## src/rtl/mvm_pkg.sv

```systemverilog
// Shared definitions for the matrix-vector multiplier output stage.
// Default widths and depths, the saturation bounds for the default output
// width, and the FIFO entry layout {last, sat, data}.
package mvm_pkg;

  localparam int MVM_IN_WIDTH  = 24;
  localparam int MVM_OUT_WIDTH = 16;
  localparam int MVM_DEPTH     = 8;
  localparam int MVM_VEC_LEN   = 4;

  localparam logic signed [MVM_OUT_WIDTH-1:0] SAT_MAX = {1'b0, {(MVM_OUT_WIDTH-1){1'b1}}};
  localparam logic signed [MVM_OUT_WIDTH-1:0] SAT_MIN = {1'b1, {(MVM_OUT_WIDTH-1){1'b0}}};

  typedef struct packed {
    logic                             last;
    logic                             sat;
    logic signed [MVM_OUT_WIDTH-1:0]  data;
  } fifo_entry_t;

endpackage

```

## src/rtl/mvm_out_sat_fifo_sat_clip.sv

```systemverilog
// sat_clip: combinational IN_WIDTH -> OUT_WIDTH signed clipper with a flag
// that reports when the value had to be clipped.
// Optional build macro MVM_OUT_RELU_EN: negative inputs are forced to 0
// (not flagged) before the positive-overflow clip.
module sat_clip
  import mvm_pkg::*;
#(
  parameter int IN_WIDTH  = MVM_IN_WIDTH,
  parameter int OUT_WIDTH = MVM_OUT_WIDTH
) (
  input  logic signed [IN_WIDTH-1:0]  in_data,
  output logic signed [OUT_WIDTH-1:0] out_data,
  output logic                        out_sat
);

  // Largest representable output value, expressed at input width so the
  // comparison is done without truncating the input.
  localparam logic signed [IN_WIDTH-1:0]  HI_IN  = IN_WIDTH'((64'sd1 <<< (OUT_WIDTH-1)) - 64'sd1);
  localparam logic signed [OUT_WIDTH-1:0] HI_OUT = {1'b0, {(OUT_WIDTH-1){1'b1}}};
`ifndef MVM_OUT_RELU_EN
  localparam logic signed [IN_WIDTH-1:0]  LO_IN  = ~HI_IN;
  localparam logic signed [OUT_WIDTH-1:0] LO_OUT = ~HI_OUT;
`endif

  // Returns {sat, data}. When OUT_WIDTH == IN_WIDTH neither bound can be
  // crossed, so sat is always 0.
  function automatic logic [OUT_WIDTH:0] clip(input logic signed [IN_WIDTH-1:0] x);
    logic [OUT_WIDTH:0] r;
`ifdef MVM_OUT_RELU_EN
    if (x[IN_WIDTH-1])
      r = '0;
    else if (x > HI_IN)
      r = {1'b1, HI_OUT};
    else
      r = {1'b0, x[OUT_WIDTH-1:0]};
`else
    if (x > HI_IN)
      r = {1'b1, HI_OUT};
    else if (x < LO_IN)
      r = {1'b1, LO_OUT};
    else
      r = {1'b0, x[OUT_WIDTH-1:0]};
`endif
    return r;
  endfunction

  assign {out_sat, out_data} = clip(in_data);

endmodule

```

## src/rtl/mvm_out_sat_fifo.sv

```systemverilog
// mvm_out_sat_fifo: output stage of the 4x4 matrix-vector multiplier.
// Saturates each accepted result, tags it with sat/last flags and buffers it
// in a DEPTH-entry FIFO so the multiplier stalls only when the FIFO is full.
// in_ready is derived from registered state only (no full-FIFO pass-through)
// and out_valid from count only (no empty-FIFO bypass).
// Optional build macro MVM_OUT_RELU_EN (handled inside sat_clip).
module mvm_out_sat_fifo
  import mvm_pkg::*;
#(
  parameter int IN_WIDTH  = MVM_IN_WIDTH,
  parameter int OUT_WIDTH = MVM_OUT_WIDTH,
  parameter int DEPTH     = MVM_DEPTH,
  parameter int VEC_LEN   = MVM_VEC_LEN
) (
  input  logic                        clk,
  input  logic                        reset,
  input  logic                        in_valid,
  output logic                        in_ready,
  input  logic signed [IN_WIDTH-1:0]  in_data,
  output logic                        out_valid,
  input  logic                        out_ready,
  output logic signed [OUT_WIDTH-1:0] out_data,
  output logic                        out_sat,
  output logic                        out_last
);

  localparam int PTR_W = $clog2(DEPTH);
  localparam int CNT_W = $clog2(DEPTH + 1);
  localparam int IDX_W = (VEC_LEN > 1) ? $clog2(VEC_LEN) : 1;

  localparam logic [CNT_W-1:0] FULL_CNT = CNT_W'(DEPTH);
  localparam logic [IDX_W-1:0] LAST_IDX = IDX_W'(VEC_LEN - 1);

  // Same layout as mvm_pkg::fifo_entry_t, sized by this instance's OUT_WIDTH.
  typedef struct packed {
    logic                         last;
    logic                         sat;
    logic signed [OUT_WIDTH-1:0]  data;
  } entry_t;

  entry_t                      mem [DEPTH];
  logic [PTR_W-1:0]            wr_ptr;
  logic [PTR_W-1:0]            rd_ptr;
  logic [CNT_W-1:0]            count;
  logic [IDX_W-1:0]            elem_idx;
  logic signed [OUT_WIDTH-1:0] clip_data;
  logic                        clip_sat;
  logic                        push;
  logic                        pop;

  sat_clip #(
    .IN_WIDTH  (IN_WIDTH),
    .OUT_WIDTH (OUT_WIDTH)
  ) u_sat_clip (
    .in_data  (in_data),
    .out_data (clip_data),
    .out_sat  (clip_sat)
  );

  assign in_ready  = !reset && (count < FULL_CNT);
  assign out_valid = (count != '0);
  assign push      = in_valid && in_ready;
  assign pop       = out_valid && out_ready;

  assign out_data  = mem[rd_ptr].data;
  assign out_sat   = mem[rd_ptr].sat;
  assign out_last  = mem[rd_ptr].last;

  // Control state: pointers, occupancy and position within the current vector.
  always_ff @(posedge clk) begin
    if (reset) begin
      wr_ptr   <= '0;
      rd_ptr   <= '0;
      count    <= '0;
      elem_idx <= '0;
    end else begin
      if (push) begin
        wr_ptr   <= wr_ptr + PTR_W'(1);
        elem_idx <= (elem_idx == LAST_IDX) ? '0 : elem_idx + IDX_W'(1);
      end
      if (pop)
        rd_ptr <= rd_ptr + PTR_W'(1);
      case ({push, pop})
        2'b10:   count <= count + CNT_W'(1);
        2'b01:   count <= count - CNT_W'(1);
        default: count <= count;
      endcase
    end
  end

  // Storage: the clipped value and its tags are captured at push time.
  always_ff @(posedge clk) begin
    if (push)
      mem[wr_ptr] <= '{last: (elem_idx == LAST_IDX), sat: clip_sat, data: clip_data};
  end

endmodule

```

## config.mk

```make
export PLATFORM = sky130hd
export DESIGN_NAME = mvm_out_sat_fifo
export DESIGN_NICKNAME = d
export VERILOG_FILES = /design/src/rtl/mvm_pkg.sv /design/src/rtl/mvm_out_sat_fifo_sat_clip.sv /design/src/rtl/mvm_out_sat_fifo.sv
export SDC_FILE = /design/constraint.sdc
export NUM_CORES = 1
export LEC_CHECK = 0
export CAP_MARGIN = 20
export CORE_MARGIN = 5
export CORE_UTILIZATION = 30
export CTS_CLUSTER_DIAMETER = 200
export CTS_CLUSTER_SIZE = 12
export DETAILED_ROUTE_END_ITERATION = 8
export PLACE_DENSITY_LB_ADDON = 0.3
export SYNTH_ARGS = -nofsm -noshare
export SYNTH_HDL_FRONTEND = slang
export SYNTH_HIERARCHICAL = 1
export SYNTH_SLANG_ARGS = --single-unit
export TNS_END_PERCENT = 20
```

## constraint.sdc

```tcl
create_clock -name clk -period 8.4 [get_ports clk]
set_clock_uncertainty 0.1 [all_clocks]
set_input_delay 1.26 -clock clk [delete_from_list [all_inputs] [get_ports clk]]
set_output_delay 1.26 -clock clk [all_outputs]
set_load 0.01 [all_outputs]
```

# --- Word level (Yosys, flattened, before mapping) ---
# Memory sizes are Yosys's and may differ from the RTL's. A register that Yosys moved wholly into a read port is not among the register bits.
# Cells that the tools add are included.
totals:
  input_bits: 28
  register_bits: 12
  ram_bits: 144
  mem_count: 1
  out_inout_bits: 20
  word_cells: 30
mem_list:
  columns: ["name", "words", "width", "rd", "rd_ports_with_merged_regs", "write_ports", "line", "source"]
  rows:
  - ["mem", 8, 18, 1, 1, 1, "mvm_out_sat_fifo.sv:41", "entry_t mem [DEPTH];"]
classes:
  addsub: 5
  n_reduce_logical: 6
  magnitude_cmp: 3
  n_mux: 8
  n_eq_ne: 3
ops:
  columns: ["cell", "n"]
  rows:
  - ["17-bit 2-to-1 mux", 2]
  - ["24-bit by 16-bit greater-than comparator with 1-bit output, second input constant", 1]
  - ["24-bit by 16-bit < comparator with 1-bit output, second input constant", 1]
  - ["4-bit case mux with 2 select lines", 1]
  - ["3-bit by 1-bit adder with 3-bit output, second input constant", 2]
  - ["3-bit 2-to-1 mux", 2]
  - ["4-bit by 1-bit adder with 4-bit output, second input constant", 1]
  - ["2-bit == test, second input constant", 2]
  - ["4-bit < comparator, second input constant", 1]
  - ["4-bit nonzero test", 1]
  - ["4-bit by 1-bit subtractor with 4-bit output, second input constant", 1]
  - ["1-bit logical AND", 3]
  - ["2-bit by 1-bit adder with 2-bit output, second input constant", 1]
  - ["2-bit by 1-bit == test with 1-bit output, second input constant", 1]
  - ["1-bit 2-to-1 mux", 2]
  - ["2-bit 2-to-1 mux", 1]
  - ["2-bit nonzero test", 1]
  - ["1-bit zero test", 1]

# --- Logic depth before layout (Yosys ltp) ---
# Gate-level depths: netlist (run 1).
depth:
  ltp_word: 5
  mapped_depth: 10
  depth_no_buf: 10

# --- Modules after synthesis ---
# Netlist (run 1), hierarchy kept.
modules_own_cells:
  columns: ["module", "n_inst", "seq_area_each_um2", "cells_per_inst", "area_per_inst_um2"]
  rows:
  - ["mvm_out_sat_fifo", 1, 4624.4, 290, 6266.0]
  - ["sat_clip", 1, 0.0, 45, 300.3]

# --- Worst setup path after synthesis (run 1) ---
# Ideal clock, no wire load.
synth_path:
  path_kind: "input -> register"
  start: "in reset"
  end: "mem mem[0][0] in the netlist's numbering, enable pin"
  path_stages: 3
  required_ps: 7861
  path_slack_ps: 4258
  t_arrival_ps: 3603
  path_buffers: 0
  setup_ps: 439
  cell_sequence: "nor3b_2 -> inv_1 -> nor4_1"
synth_via:
  elab_chain_len: 5
synth_lines:
  columns: ["item", "line", "source"]
  rows:
  - ["from (decl)", "mvm_out_sat_fifo.sv:16", "input logic reset,"]
  - ["1-bit zero test", "mvm_out_sat_fifo.sv:60", "assign in_ready = !reset && (count < FULL_CNT);"]
  - ["1-bit logical AND", "mvm_out_sat_fifo.sv:60", null]
  - ["1-bit logical AND", "mvm_out_sat_fifo.sv:62", "assign push = in_valid && in_ready;"]
  - ["1-bit 2-to-1 mux", "mvm_out_sat_fifo.sv:93", "if (push)"]
  - ["1-bit 2-to-1 mux (not written as such)", "mvm_out_sat_fifo.sv:94", "mem[wr_ptr] <= '{last: (elem_idx == LAST_IDX), sat: clip_sat, data: clip_data};"]
  - ["to (decl)", "mvm_out_sat_fifo.sv:41", null]
# Every way passes these cells.

==> results.ini, run 1 <==
[floorplanning]
die_w_um = 158
fp.dieH_um = 158
rows = 54
core-area_sq_um = 21700
dieArea_sq_um = 24900
initial_core_util = 0.303
io_pins = 48

[worst_hold_path]
worstHoldPathType = flop to flop

[clock_network]
cts-root-buf = clkbuf_16
cts_resized = 0
cts_tree = built
post-cts-setup-buffers = 0
clock_latency_ps = 410
clk_pin_slew_ps = 60
cts_buffer_depth = 2
cts_inserted_buffers = 17
htreeDepth = 4
ctsHoldBuffers = 0
cts_sinks = 159

[detailed_routing]
drt_iter0_drc = 175
wl_per_cell_um = 19.4
met3_length_um = 798
top_layer_used = met4
avgViaCountPerCell = 4.80
drc_errors = 0
via_count = 3290
drt_wl_total_um = 13300
ant_nets = 0
met2_length_um = 6490
first_pass_iters = 5
wl_met1_um = 5860

[timing]
rsz0062_at_grt = no
worst_slew_margin_rel = 0.303
tns_ps = 0
hold_violations = 0
min_period_ps = 4140
setup_ws_ps = 4260
fin_crit_sh = 0.493
finalSetupViolCount = 0
worst_slew_pin_slew_ps = 1040
clock.fmax_mhz = 241
maxSlewViolCount = 0

[worst_setup_path]
cp_max_fo = 19
arrival_ps = 2780
endpoint_kind = output pin
required_ps = 7040
critPathKind = flop to output pin
critPathLaunchType = flop

[placement]
gp_congestion = 0.680
dp_cells = 653
hpwl_um = 7770
dpl_worst_slack_ps = 4070
post_dp_cell_area_sq_um = 7380
io_buffers = 47

[logic_synthesis]
synth_area_leaders = edfxtp_1 66%, mux4_1 14%, dfxtp_1 4.6%, mux2_2 3.3%, a2bb2oi_1 2.0%
synth_top_area_cell = edfxtp_1
ys_seq_area_frac = 0.704
yosysTopAreaCellShare = 0.659
ys_seq_elements = 159
syn_area_per_cell_sq_um = 19.6
synth_edf_count = 144
synth_cell_type_count = 34
synthCells = 335
async_flop_share = 0
synth_nets = 369
synth_ff_type = edfxtp_1
yosys_warnings = 6
syn_area_sq_um = 6570

[pwr]
p_sw_uw = 523
pwr-share-seq = 0.459
p_comb_frac = 0.190
swShare = 0.254
power_density_nw_per_um2 = 260
leakagePower_uw = 0.00257
p_int_uw = 1540
clkPwrFrac = 0.351
irDropWorstVdd_uv = 149

[layout]
stdcell_area_sq_um = 7940
drive_gt1_frac = 0.170
n_antenna_cell = 0
final_cells = 685
fin_nets = 426
final_core_util = 0.366
area_growth_pct = 20.9

[global_routing]
antenna_found_initial = 0
grt_max_degree = 37
grt_pass1_wl_um = 20200
grt_pass1_vias = 3455
gr-usage-all-layers = 0.111
grt_overflow = 0

[run]
drv_cap = 0

[run_status]
status = finished, final reports clean

-- critical path, stage by stage (launching register included) --
cell and delay (ps):
dfxtp_2 720, buf_12 270, mux4_1 570, mux2_2 310
clkdlybuf4s50_1 490
-- cell families (layout without fill, tap and decap cells) --
family / after synthesis / count (layout) / synth area share
buffers and inverters: 21 / 91 / 0.0200
adders and majority gates: 6 / 6 / 0.0114
DFF: 159 / 159 / 0.704
xor gates and xnor gates: 7 / 7 / 0.00934
muxes: 56 / 56 / 0.178
and+or+nand+nor: 60 / 60 / 0.0469
AOI/OAI and AO/OA: 26 / 26 / 0.0299
-- flip-flops by register name, indices dropped and copies added, names as in the netlist, named ones only --
signal	flops
elem_idx	2
rd_ptr	3
count	4
mem	144
wr_ptr	3
-- final timing paths --
| check | startpoint | end | slack [ps] | cells past startpoint |
|---|---|---|---|---|
| worst min register to register | elem_idx[0] | elem_idx[0] | 390 | 2 |
| worst max-delay path | flop | out_data[2] | 4260 | 4 |
| worst max register to register | count[1] | count[2] | 5740 | 10 |
| worst min-delay path | elem_idx[0] | elem_idx[0] | 390 | 2 |
-- power groups by stage --
| stage | Clock (uW) | Combinational, uW | Sequential (uW) |
|---|---|---|---|
| 3_3_place_gp | 0 | 366 | 980 |
| 2_1_floorplan | 0 | 278 | 931 |
| 4_1_cts | 744 | 401 | 948 |
| 6_report | 724 | 391 | 947 |
| 5_1_grt | 783 | 424 | 953 |
| 3_5_place_dp | 0 | 399 | 965 |
-- Yosys cell counts, types with 5 or more instances --
master     number
ha_1            6
nand2b_1        5
mux2_2         19
edfxtp_1      144
xor2_1          6
dfxtp_1        15
nor2_1         13
nand3_1        18
a2bb2oi_1      15
clkbuf_1        5
nand2_1        10
buf_6           5
mux4_1         36
-- final cells by class --
class                      count  area (sq um)
inverter                       2          7.51
timing repair buffer          57           558
tap                          280           350
fill                        1987         13700
multi-input combinational    155          1840
clock buffer                  17           425
clock inverter                15           136
sequential                   159          4630
-- routing by layer --
layer	vias up	track usage
met5	-	0
li1	1517	-
met3	11	0.0350
met2	85	0.173
met1	1677	0.150
met4	0	0.0317
-- cells in the final DEF, fill, tap and decap left out, drive strengths merged --
| master | synthesis | routed |
|---|---|---|
| or3 | 1 | 1 |
| a32oi | 1 | 1 |
| clkinv | 0 | 6 |
| clkbuf | 8 | 17 |
| edfxtp | 144 | 144 |
| clkdlybuf4s50 | 0 | 47 |
| clkinvlp | 0 | 3 |
| buf | 11 | 10 |
| mux4 | 36 | 36 |
| o31ai | 1 | 1 |
| a21oi | 3 | 3 |
| or4 | 1 | 1 |
| o22ai | 1 | 1 |
| bufinv | 0 | 1 |
| nor4 | 3 | 3 |
| nand3 | 18 | 18 |
| nand2b | 5 | 5 |
| nor2 | 13 | 13 |
| xnor2 | 1 | 1 |
| mux2i | 1 | 1 |
| and4 | 2 | 2 |
| nor2b | 1 | 1 |
| mux2 | 19 | 19 |
| a2bb2oi | 15 | 15 |
| nor3b | 2 | 2 |
| nor3 | 4 | 4 |
| o21ai | 4 | 4 |
| dfxtp | 15 | 15 |
| inv | 2 | 7 |
| ha | 6 | 6 |
| o21a | 1 | 1 |
| nand2 | 10 | 10 |
| xor2 | 6 | 6 |
-- per-stage QoR --
| stage | hold slack [ps] | power, uW |
|---|---|---|
| after detailed placement | 382 | 1360 |
| after global routing | 421 | 2160 |
| final | 391 | 2060 |
| after CTS | 395 | 2090 |
| after floorplan | 352 | 1210 |
| after global placement | 371 | 1350 |
No activity file was read; power rests on OpenSTA's default activity.
==> run 2: changes to the inputs <==
==> constraint.sdc (replaced) <==
create_clock -name clk -period 3.75 [get_ports clk]
set_clock_uncertainty 0.1 [all_clocks]
set_input_delay 0.5625 -clock clk [delete_from_list [all_inputs] [get_ports clk]]
set_output_delay 0.5625 -clock clk [all_outputs]
set_load 0.01 [all_outputs]
==> run 2 against run 1 <==
Effect of this change: sequential cell count is the same; non-clock buffer count grew 7; global-route usage is essentially flat; final area grew 0.22%; critical path depth is the same; wire length shrank 1.1%; combinational power grew 130%; via count shrank 0.88%; clock power grew 120%; die area is the same; critical path type unchanged; critical endpoint is now out_data[0]; largest power group unchanged; highest routed layer unchanged.
==> results.ini, run 2 (synthesized netlist as in run 1, its figures left out) <==
[layout]
layout_common_cells = 144 x edfxtp_1, 47 x clkdlybuf4s50_1, 36 x mux4_1
max_flop_register = mem
final_common_cell = edfxtp_1
largest_reg_flops = 144
final_core_util = 0.367
drive_gt1_frac = 0.165
reg_top3 = mem (144), count (4)
area_growth_pct = 21.2
n_antenna_cell = 0
fin_nets = 433

[detailed_routing]
drt_iter0_drc = 190
drt_wl_total_um = 13100
avgViaCountPerCell = 4.75
drc_errors = 0
via_count = 3261
first_pass_iters = 4
wl_per_cell_um = 19.1
ant_nets = 0

[timing]
fin_crit_sh = 0.881
worst_slew_margin_rel = 0.372
worst_slew_pin_slew_ps = 938
tns_ps = 0
clock.fmax_mhz = 303
hold_violations = 0
rsz0062_at_grt = no
finalSetupViolCount = 0
min_period_ps = 3300
maxSlewViolCount = 0
hold-worst-slack_ps = 388

[worst_setup_path]
critPathKind = flop to output pin
arrival_ps = 2640
endpoint_kind = output pin
required_ps = 3090
cp_max_fo = 16
critPathLaunchType = flop

[clock_network]
clk_pin_slew_ps = 60
clock_latency_ps = 410
cts_resized = 0
cts_buffer_depth = 2
post-cts-setup-buffers = 0
cts_sinks = 159
htreeDepth = 4
cts-root-buf = clkbuf_16
cts_inserted_buffers = 17
ctsHoldBuffers = 0
cts_tree = built

[global_routing]
grt_max_degree = 37
grt_pass1_vias = 3444
gr-usage-all-layers = 0.111
antenna_found_initial = 0
grt_pass1_wl_um = 20300
grt_overflow = 0

[pwr]
leakagePower_uw = 0.00258
p_sw_uw = 1060
irDropWorstVdd_uv = 317
clkPwrFrac = 0.343
p_comb_frac = 0.198
swShare = 0.234
power_density_nw_per_um2 = 572
total_power_uw = 4550
p_int_uw = 3490
pwr-share-seq = 0.460

[floorplanning]
io_pins = 48
initial_core_util = 0.303
die_w_um = 158
core-area_sq_um = 21700
fp.dieH_um = 158
dieArea_sq_um = 24900
rows = 54

[placement]
hpwl_um = 7880
gp_congestion = 0.692
io_buffers = 47

[run]
drv_cap = 0

[worst_hold_path]
worstHoldPathType = flop to flop

[run_status]
status = finished, final reports clean

-- run 2: worst paths after layout --
path | from | cells after the start | slack (ps) | end
worst max-delay path | flop | 4 | 450 | out_data[0]
worst min-delay path | elem_idx[0] | 1 | 390 | elem_idx[0]
worst max register to register | count[0] | 10 | 1120 | count[2]
worst min register to register | elem_idx[0] | 1 | 390 | elem_idx[0]
-- run 2: worst max-delay path, cell delays in order (launching register included) --
cell and delay, ps:
dfxtp_2 620, buf_12 230, mux4_1 570, mux2_2 310, clkdlybuf4s50_1 490
-- run 2: area by class of cell --
cell class / count / area (sq um)
Fill cell: 1978 / 13700
Sequential cell: 159 / 4630
Multi-Input combinational cell: 155 / 1840
Timing Repair Buffer: 64 / 611
Clock buffer: 18 / 429
Tap cell: 280 / 350
Clock inverter: 9 / 98.8
Inverter: 2 / 7.51
-- run 2: metal layers --
layer	vias up	part of all wire	track usage
li1	1520	-	-
met1	1642	0.46	0.147
met2	86	0.48	0.178
met3	13	0.051	0.0331
met4	0	0.011	0.0305
met5	-	0	0
-- run 2: power groups by stage --
| stage | clock [uW] | sequential, uW | combinational, uW |
|---|---|---|---|
| floorplan | 0 | 2090 | 624 |
| global placement | 0 | 2130 | 907 |
| detailed placement | 0 | 2130 | 920 |
| CTS | 1610 | 2090 | 925 |
| global route | 1690 | 2110 | 984 |
| finish | 1560 | 2090 | 899 |
-- run 2: metrics by stage --
step                instance area (sq um)  cells  setup WS, ps
detailed placement                   7430    660           704
CTS                                  7960    687           382
global route                         7960    687           324
global placement                     7430    660           762
floorplan                            6570    335           305
finish                               7960    687           446
